==> src/rtl/kb_pkg.sv <==
// Shared scan-code constants, direction encoding and FSM state type for the
// keyboard move decoder.
package kb_pkg;

    localparam logic [7:0] PS2_EXT   = 8'hE0;
    localparam logic [7:0] PS2_BRK   = 8'hF0;
    localparam logic [7:0] PS2_UP    = 8'h75;
    localparam logic [7:0] PS2_DOWN  = 8'h72;
    localparam logic [7:0] PS2_LEFT  = 8'h6B;
    localparam logic [7:0] PS2_RIGHT = 8'h74;
    localparam logic [7:0] PS2_W     = 8'h1D;
    localparam logic [7:0] PS2_S     = 8'h1B;
    localparam logic [7:0] PS2_A     = 8'h1C;
    localparam logic [7:0] PS2_D     = 8'h23;
    localparam logic [7:0] PS2_SPACE = 8'h29;

    localparam logic [1:0] DIR_UP    = 2'd0;
    localparam logic [1:0] DIR_DOWN  = 2'd1;
    localparam logic [1:0] DIR_LEFT  = 2'd2;
    localparam logic [1:0] DIR_RIGHT = 2'd3;

    typedef enum logic [1:0] {
        S_IDLE    = 2'd0,
        S_EXT     = 2'd1,
        S_BRK     = 2'd2,
        S_EXT_BRK = 2'd3
    } kb_state_t;

endpackage

==> src/rtl/kb_dir_lut.sv <==
// Combinational scan-code to direction lookup; the only place the key map lives.
module kb_dir_lut
    import kb_pkg::*;
(
    input  logic [7:0] code,
    input  logic       ext,
    input  logic       accept_wasd,
    output logic       hit,
    output logic [1:0] dir
);

    always_comb begin
        hit = 1'b0;
        dir = DIR_UP;
        if (ext) begin
            case (code)
                PS2_UP:    begin hit = 1'b1; dir = DIR_UP;    end
                PS2_DOWN:  begin hit = 1'b1; dir = DIR_DOWN;  end
                PS2_LEFT:  begin hit = 1'b1; dir = DIR_LEFT;  end
                PS2_RIGHT: begin hit = 1'b1; dir = DIR_RIGHT; end
                default:   ;
            endcase
        end else if (accept_wasd) begin
            case (code)
                PS2_W:   begin hit = 1'b1; dir = DIR_UP;    end
                PS2_S:   begin hit = 1'b1; dir = DIR_DOWN;  end
                PS2_A:   begin hit = 1'b1; dir = DIR_LEFT;  end
                PS2_D:   begin hit = 1'b1; dir = DIR_RIGHT; end
                default: ;
            endcase
        end
    end

endmodule

==> src/rtl/kb_move_decoder.sv <==
// PS/2 set-2 scan-code FIFO drain producing maze move pulses, held mask and regen tick.
// Optional KB_REPEAT_FILTER_EN: suppress move pulses for typematic repeats of held keys.
module kb_move_decoder
    import kb_pkg::*;
#(
    parameter bit ACCEPT_WASD = 1'b1
) (
    input  logic       clk,
    input  logic       reset,
    input  logic [7:0] key_code,
    input  logic       kb_buf_empty,
    output logic       rd_key_code,
    output logic       move_valid,
    output logic [1:0] move_dir,
    output logic [3:0] held,
    output logic       regen_tick
);

    kb_state_t  state_reg, state_next;
    logic [3:0] held_reg, held_next;
    logic       move_valid_reg, move_valid_next;
    logic [1:0] move_dir_reg, move_dir_next;
    logic       regen_tick_reg, regen_tick_next;

    logic       pop;
    logic       lut_ext;
    logic       lut_hit;
    logic [1:0] lut_dir;
    logic       is_make;
    logic       is_break;

    // Never back-pressures: every available byte is popped and decoded this cycle.
    assign rd_key_code = ~kb_buf_empty & ~reset;
    assign pop         = rd_key_code;
    assign lut_ext     = (state_reg == S_EXT) || (state_reg == S_EXT_BRK);

    kb_dir_lut u_lut (
        .code        (key_code),
        .ext         (lut_ext),
        .accept_wasd (ACCEPT_WASD),
        .hit         (lut_hit),
        .dir         (lut_dir)
    );

    always_comb begin
        state_next      = state_reg;
        held_next       = held_reg;
        move_valid_next = 1'b0;
        move_dir_next   = move_dir_reg;
        regen_tick_next = 1'b0;
        is_make         = 1'b0;
        is_break        = 1'b0;

        if (pop) begin
            case (state_reg)
                S_IDLE: begin
                    if (key_code == PS2_EXT) begin
                        state_next = S_EXT;
                    end else if (key_code == PS2_BRK) begin
                        state_next = S_BRK;
                    end else begin
                        is_make = 1'b1;
                        if (key_code == PS2_SPACE) begin
                            regen_tick_next = 1'b1;
                        end
                    end
                end
                S_EXT: begin
                    if (key_code == PS2_BRK) begin
                        state_next = S_EXT_BRK;
                    end else if (key_code != PS2_EXT) begin
                        is_make    = 1'b1;
                        state_next = S_IDLE;
                    end
                end
                S_BRK: begin
                    if (key_code != PS2_BRK) begin
                        is_break   = 1'b1;
                        state_next = S_IDLE;
                    end
                end
                S_EXT_BRK: begin
                    if ((key_code != PS2_BRK) && (key_code != PS2_EXT)) begin
                        is_break   = 1'b1;
                        state_next = S_IDLE;
                    end
                end
                default: state_next = S_IDLE;
            endcase
        end

        if (is_make && lut_hit) begin
            held_next[lut_dir] = 1'b1;
`ifdef KB_REPEAT_FILTER_EN
            if (!held_reg[lut_dir]) begin
                move_valid_next = 1'b1;
                move_dir_next   = lut_dir;
            end
`else
            move_valid_next = 1'b1;
            move_dir_next   = lut_dir;
`endif
        end

        if (is_break && lut_hit) begin
            held_next[lut_dir] = 1'b0;
        end
    end

    always_ff @(posedge clk or posedge reset) begin
        if (reset) begin
            state_reg      <= S_IDLE;
            held_reg       <= 4'b0000;
            move_valid_reg <= 1'b0;
            move_dir_reg   <= 2'd0;
            regen_tick_reg <= 1'b0;
        end else begin
            state_reg      <= state_next;
            held_reg       <= held_next;
            move_valid_reg <= move_valid_next;
            move_dir_reg   <= move_dir_next;
            regen_tick_reg <= regen_tick_next;
        end
    end

    assign move_valid = move_valid_reg;
    assign move_dir   = move_dir_reg;
    assign held       = held_reg;
    assign regen_tick = regen_tick_reg;

endmodule

==> config.mk <==
export PLATFORM = sky130hd
export DESIGN_NAME = kb_move_decoder
export DESIGN_NICKNAME = d
export VERILOG_FILES = /design/src/rtl/kb_pkg.sv /design/src/rtl/kb_dir_lut.sv /design/src/rtl/kb_move_decoder.sv
export SDC_FILE = /design/constraint.sdc
export NUM_CORES = 1
export LEC_CHECK = 0
export BUFFER_PORTS_ARGS = -buffer_cell sky130_fd_sc_hd__buf_2
export CAP_MARGIN = 40
export CELL_PAD_IN_SITES_DETAIL_PLACEMENT = 1
export CELL_PAD_IN_SITES_GLOBAL_PLACEMENT = 2
export CORE_MARGIN = 2
export CORE_UTILIZATION = 30
export CTS_BUF_LIST = sky130_fd_sc_hd__clkbuf_16
export DETAILED_ROUTE_END_ITERATION = 10
export HOLD_SLACK_MARGIN = 0.06
export PLACE_DENSITY_LB_ADDON = 0.1
export SYNTH_ARGS = -nofsm -noshare
export SYNTH_HDL_FRONTEND = slang
export SYNTH_SLANG_ARGS = --single-unit
export TNS_END_PERCENT = 100
==> constraint.sdc <==
create_clock -name clk -period 1.7 [get_ports clk]
set_clock_uncertainty 0.05 [all_clocks]
set_input_delay 0.51 -clock clk [delete_from_list [all_inputs] [get_ports clk]]
set_output_delay 0.51 -clock clk [all_outputs]
set_load 0.1 [all_outputs]
; ---- Word level (Yosys, flattened, before mapping)
; Index checks and enable logic that the tools add are counted.
[totals]
reg_bits = 10
inputBits = 11
[op_classes]
n_reduce_logical = 9
n_mux = 33
eq_ne = 20
bitwise = 6
order_cmp = 2
[ops]
columns = cell, n
row1 = $eq A8 B7 Y1 const B, 4
row2 = $eq A8 B5 Y1 const B, 3
row3 = $mux W1, 18
row4 = $eq A8 B6 Y1 const B, 2
row5 = $eq A8 B8 Y1 const B, 2
row6 = $ne A8 B8 Y1 const B, 2
row7 = $mux W2, 7
row8 = $pmux W2 S3, 2
row9 = $mux W4, 2
row10 = $pmux W2 S4, 1
row11 = $reduce_or A4 Y1, 2
row12 = $reduce_and A5 Y1, 1
row13 = $and A4 B4 Y4, 1
row14 = $eq A2 B2 Y1 const B, 2
row15 = $logic_and A1 B1 Y1, 4
row16 = $not A4 Y4, 1
row17 = $or A4 B4 Y4, 1
row18 = $pmux W1 S2, 2
row19 = $lt A2 B3 Y1 const B, 1
row20 = $ne A3 B1 Y1 const B, 1
row21 = $ne A3 B3 Y1 const B, 1
row22 = $demux W1 S2, 1
row23 = $eq A2 B1 Y1 const B, 1
row24 = $ge A2 B1 Y1 const B, 1
row25 = other kinds (6), 7

; ---- Longest topological paths before layout
[logic_depth]
depth_word = 11
depth_mapped = 6
mapped_depth_nobuf = 5

; ---- Modules after synthesis
; From an unflattened synthesis, not the netlist that was laid out.
[hier_totals]
hier_cells = 76
area_unflattened_um2 = 724.4
[by_module_without_submodules]
columns = mod, cells_per_inst, area_per_inst_um2, seq_area_each_um2, instances
row1 = kb_move_decoder, 53, 568.0, 250.2, 1
row2 = kb_dir_lut, 23, 156.4, 0.0, 1

; ---- Worst setup path after synthesis
; No wires, ideal clock.
[synth_path]
path_kind = input port to flip-flop
startpoint = input port reset
endpoint = register held_reg[0], in the netlist held[0]
cell_stages = 3
t_arrival_ns = 2.654
setup_ns = 0.127
path_slack_ns = -1.131
cell_sequence = nor2_1 -> o211ai_1 -> o32a_1
[synth_between]
elab_chain_cells = 7
word_cells_on_any_way = 9
cone_classes = mux (4) / bitwise (3) / reduce/logical (2)
[synth_rtl]
columns = item, line
row1 = "start, declared", kb_move_decoder.sv:9  ; input logic reset,
row2 = $not A1 Y1 *, kb_move_decoder.sv:33  ; assign rd_key_code = ~kb_buf_empty & ~reset;
row3 = $and A1 B1 Y1 *, kb_move_decoder.sv:33
row4 = $mux W1, kb_move_decoder.sv:54  ; if (pop) begin
row5 = $logic_and A1 B1 Y1, kb_move_decoder.sv:92  ; if (is_make && lut_hit) begin
row6 = $mux W4, kb_move_decoder.sv:92
row7 = $and A4 B4 Y4 (no source line), --
row8 = $mux W4 *, kb_move_decoder.sv:105  ; if (is_break && lut_hit) begin
row9 = named net held_next[0], kb_move_decoder.sv:20  ; logic [3:0] held_reg, held_next;
row10 = "end signal, assigned", kb_move_decoder.sv:119  ; held_reg <= held_next;
row11 = "end, declared", kb_move_decoder.sv:20
; The timed path passes the listed nets; every way through them passes the cells marked *.
; A chain may end at the register's enable or synchronous reset.

; ---- Worst setup path after layout
[layout_path]
startpoint = input port key_code[0]
endpoint = register move_dir_reg[1], in the netlist move_dir[1]
[layout_between]
elab_chain_cells = 6
word_cells_on_any_way = 26
cone_classes = eq/ne (11) / mux (12) / reduce/logical (3)
[layout_rtl]
columns = item, line
row1 = "start, declared", kb_move_decoder.sv:10  ; input logic [7:0] key_code,
row2 = $ne A8 B8 Y1 / $eq A8 B8 Y1 (equally long branches), "kb_move_decoder.sv:71, kb_move_decoder.sv:59, kb_move_decoder.sv:69"
row3 = $mux W1 (on tied branches), "kb_move_decoder.sv:71, kb_move_decoder.sv:59"
row4 = $mux W1 (on tied branches), "kb_move_decoder.sv:69, kb_move_decoder.sv:57"
row5 = $pmux W1 S2, kb_move_decoder.sv:55  ; case (state_reg)
row6 = $mux W1, kb_move_decoder.sv:54
row7 = $logic_and A1 B1 Y1, kb_move_decoder.sv:92
row8 = "end signal, assigned", kb_move_decoder.sv:121  ; move_dir_reg <= move_dir_next;
row9 = "end, declared", kb_move_decoder.sv:22  ; logic [1:0] move_dir_reg, move_dir_next;
; Several ways; a longest one is shown, not always the timed one.

==> flow_summary.json <==
{
  "slew_headroom": 0.675,
  "core_sq_um": 2230,
  "worst_pin_slew_ns": 0.490,
  "report.final.slew_viol_count": 0,
  "fin_crit_sh": 1.09,
  "clkLatencyLatePin_ns": 0.23,
  "setup_slack_ns": -0.156,
  "drive_gt1_frac": 0.526,
  "wl_microns": 2350,
  "antenna_left": 0,
  "synth_edf_count": 0,
  "crit_fanout": 3,
  "hold_buffers": 0,
  "total_leakage_power_nw": 0.564,
  "syn_nets": 86,
  "synth.distinct_cells": 40,
  "syn_area_per_cell_sq_um": 9.63,
  "htreeDepth": 1,
  "grt_max_degree": 11,
  "min_period_ns": 1.86,
  "place_congestion": 0.756,
  "grt_pass1_wl_microns": 4100,
  "rsz0062_at_grt": "true",
  "track_usage": 0.200,
  "yosysWarnings": 0,
  "pin_count": 20,
  "initial_core_util": 0.323,
  "synth.most_common_cell": "dfrtp_1",
  "routedWlPerCell_microns": 16.3,
  "synth.area.top_cells": "dfrtp_1, mux2_4, nor2_1",
  "nNetsFinal": 128,
  "synth_area_sq_um": 722,
  "drtPass1Iterations": 4,
  "critPathArrivalTime_ns": 1.92,
  "clock-root-buffer": "clkbuf_16",
  "clockBufferDepth": 2,
  "critPathKind": "in -> reg",
  "cts_tree": "done",
  "area_delta_synth_final_pct": 62.6,
  "maxCapViolCount": 0,
  "final_util": 0.525,
  "placed_area_sq_um": 1010,
  "viasPerCell": 5.32,
  "vias": 766,
  "antenna-diode-count": 0,
  "first_iter_violations": 7,
  "dieWidth_microns": 53.1,
  "hold_viol": 0,
  "stdcell_area_sq_um": 1170,
  "seq_area_frac_synth": 0.347,
  "powerDensity_nw_per_um2": 825,
  "dp_hpwl_microns": 1800,
  "cts_buffers": 3,
  "worstSetupStartpointType": "input port",
  "cp-end-kind": "flop",
  "ys_top_cells_by_count": "dfrtp_1, nor2_1, inv_1",
  "antenna_found_initial": 0,
  "postSynth.asyncResetShare": 1.00,
  "grt_pass1_vias": 827,
  "portBuffers": 19,
  "drc_errors": 0,
  "timing.hold.ws_ns": 0.242,
  "dieHeight_microns": 53.1,
  "synth_top_area_cell": "dfrtp_1",
  "clkTransAtPathRegs_ns": 0.04,
  "hold_class": "in -> async",
  "largest_reg_flops": 4,
  "violations": "setup timing",
  "setup_violations": 6,
  "rows": 17,
  "yosys_register_bits": 10,
  "ir_drop_mv": 1.13,
  "overflow": 0,
  "synth_top_area_share": 0.347,
  "dieArea_sq_um": 2810,
  "synth_ff_type": "dfrtp_1",
  "synthCells": 75,
  "crit_required_ns": 1.77,
  "cts_num_sinks": 10,
  "status": "finished, violations left",
  "fmax_mhz": 539
}
==> per-stage QoR <==
step	cells	power [W]	TNS [ns]	worst slack, ns
global placement	139	0.000536	-2.77	-0.459
floorplan	75	0.000450	-1.15	-0.351
finish	144	0.000968	-0.619	-0.156
global route	144	0.00102	-1.05	-0.211
detailed placement	139	0.000540	-2.98	-0.461
CTS	143	0.000969	-0.609	-0.151
==> layer usage <==
metal / share of wire / global-route usage
met1: 0.48 / 0.267
met5: 0 / 0
met2: 0.49 / 0.338
met3: 0.021 / 0.0452
met4: 0 / 0.0214
==> cell usage in the layout, fill, tap and decap left out, drive strengths merged, types with 2 or more instances in the layout <==
cell / instances
a21oi: 2
a31oi: 3
buf: 40
inv: 6
and4b: 2
mux2: 2
clkbuf: 3
o21a: 2
nor2: 8
nand3b: 2
o21ai: 3
nand2b: 2
nor3: 5
o32a: 2
dfrtp: 10
==> critical path: stages <==
cell	delay [ns]
buf_6	0.09
or3b_4	0.40
a2111oi_4	0.29
o211a_1	0.23
o21ai_2	0.10
mux2_4	0.30
==> report_power, final <==
| part | total (W) | leakage, nW | switching (W) | internal (W) |
|---|---|---|---|---|
| sequential | 0.000264 | 0.133 | 0.00000959 | 0.000254 |
| combinational | 0.000292 | 0.393 | 0.000198 | 0.0000945 |
| clock | 0.000412 | 0.0385 | 0.000104 | 0.000308 |
| total | 0.000968 | 0.564 | 0.000312 | 0.000657 |
==> area by class of cell <==
type	count	area [sq um]
clock buffers	3	75.1
flip-flops and latches	10	250
clock inverters	1	3.75
inverters	6	22.5
well taps	28	35.0
fillers	271	1060
repair buffers	40	284
multi-input cells	56	503
==> worst paths after layout <==
| check | start | to | slack, ns | cells after the start |
|---|---|---|---|---|
| hold / removal | reset | move_valid | 0.24 | 2 |
| setup reg to reg | state_reg[0] | held[0] | 0.13 | 4 |
| setup / recovery | key_code[0] | move_dir[1] | -0.16 | 6 |
| min in group clk | held[2] | held[2] | 0.46 | 2 |
| hold reg to reg | held[2] | held[2] | 0.46 | 2 |
| max in group asynchronous | reset | held[0] | 1.08 | 2 |
==> logic make-up (layout without fill, tap and decap cells) <==
| logic type | after synthesis | in the layout | share of synthesized area |
|---|---|---|---|
| buf+inv | 9 | 50 | 0.0641 |
| simple gates | 31 | 31 | 0.270 |
| flops | 10 | 10 | 0.347 |
| xor+xnor | 1 | 1 | 0.0121 |
| compound gates | 22 | 22 | 0.265 |
| mux | 2 | 2 | 0.0416 |
==> timing repair <==
item / CTS / global route
gates resized for setup: 10 / 6
buffers inserted: 0 / 1
endpoints found under the setup margin: 6 / 6
pin swaps: 5 / 4
No activity file was read; power rests on OpenSTA's default activity.
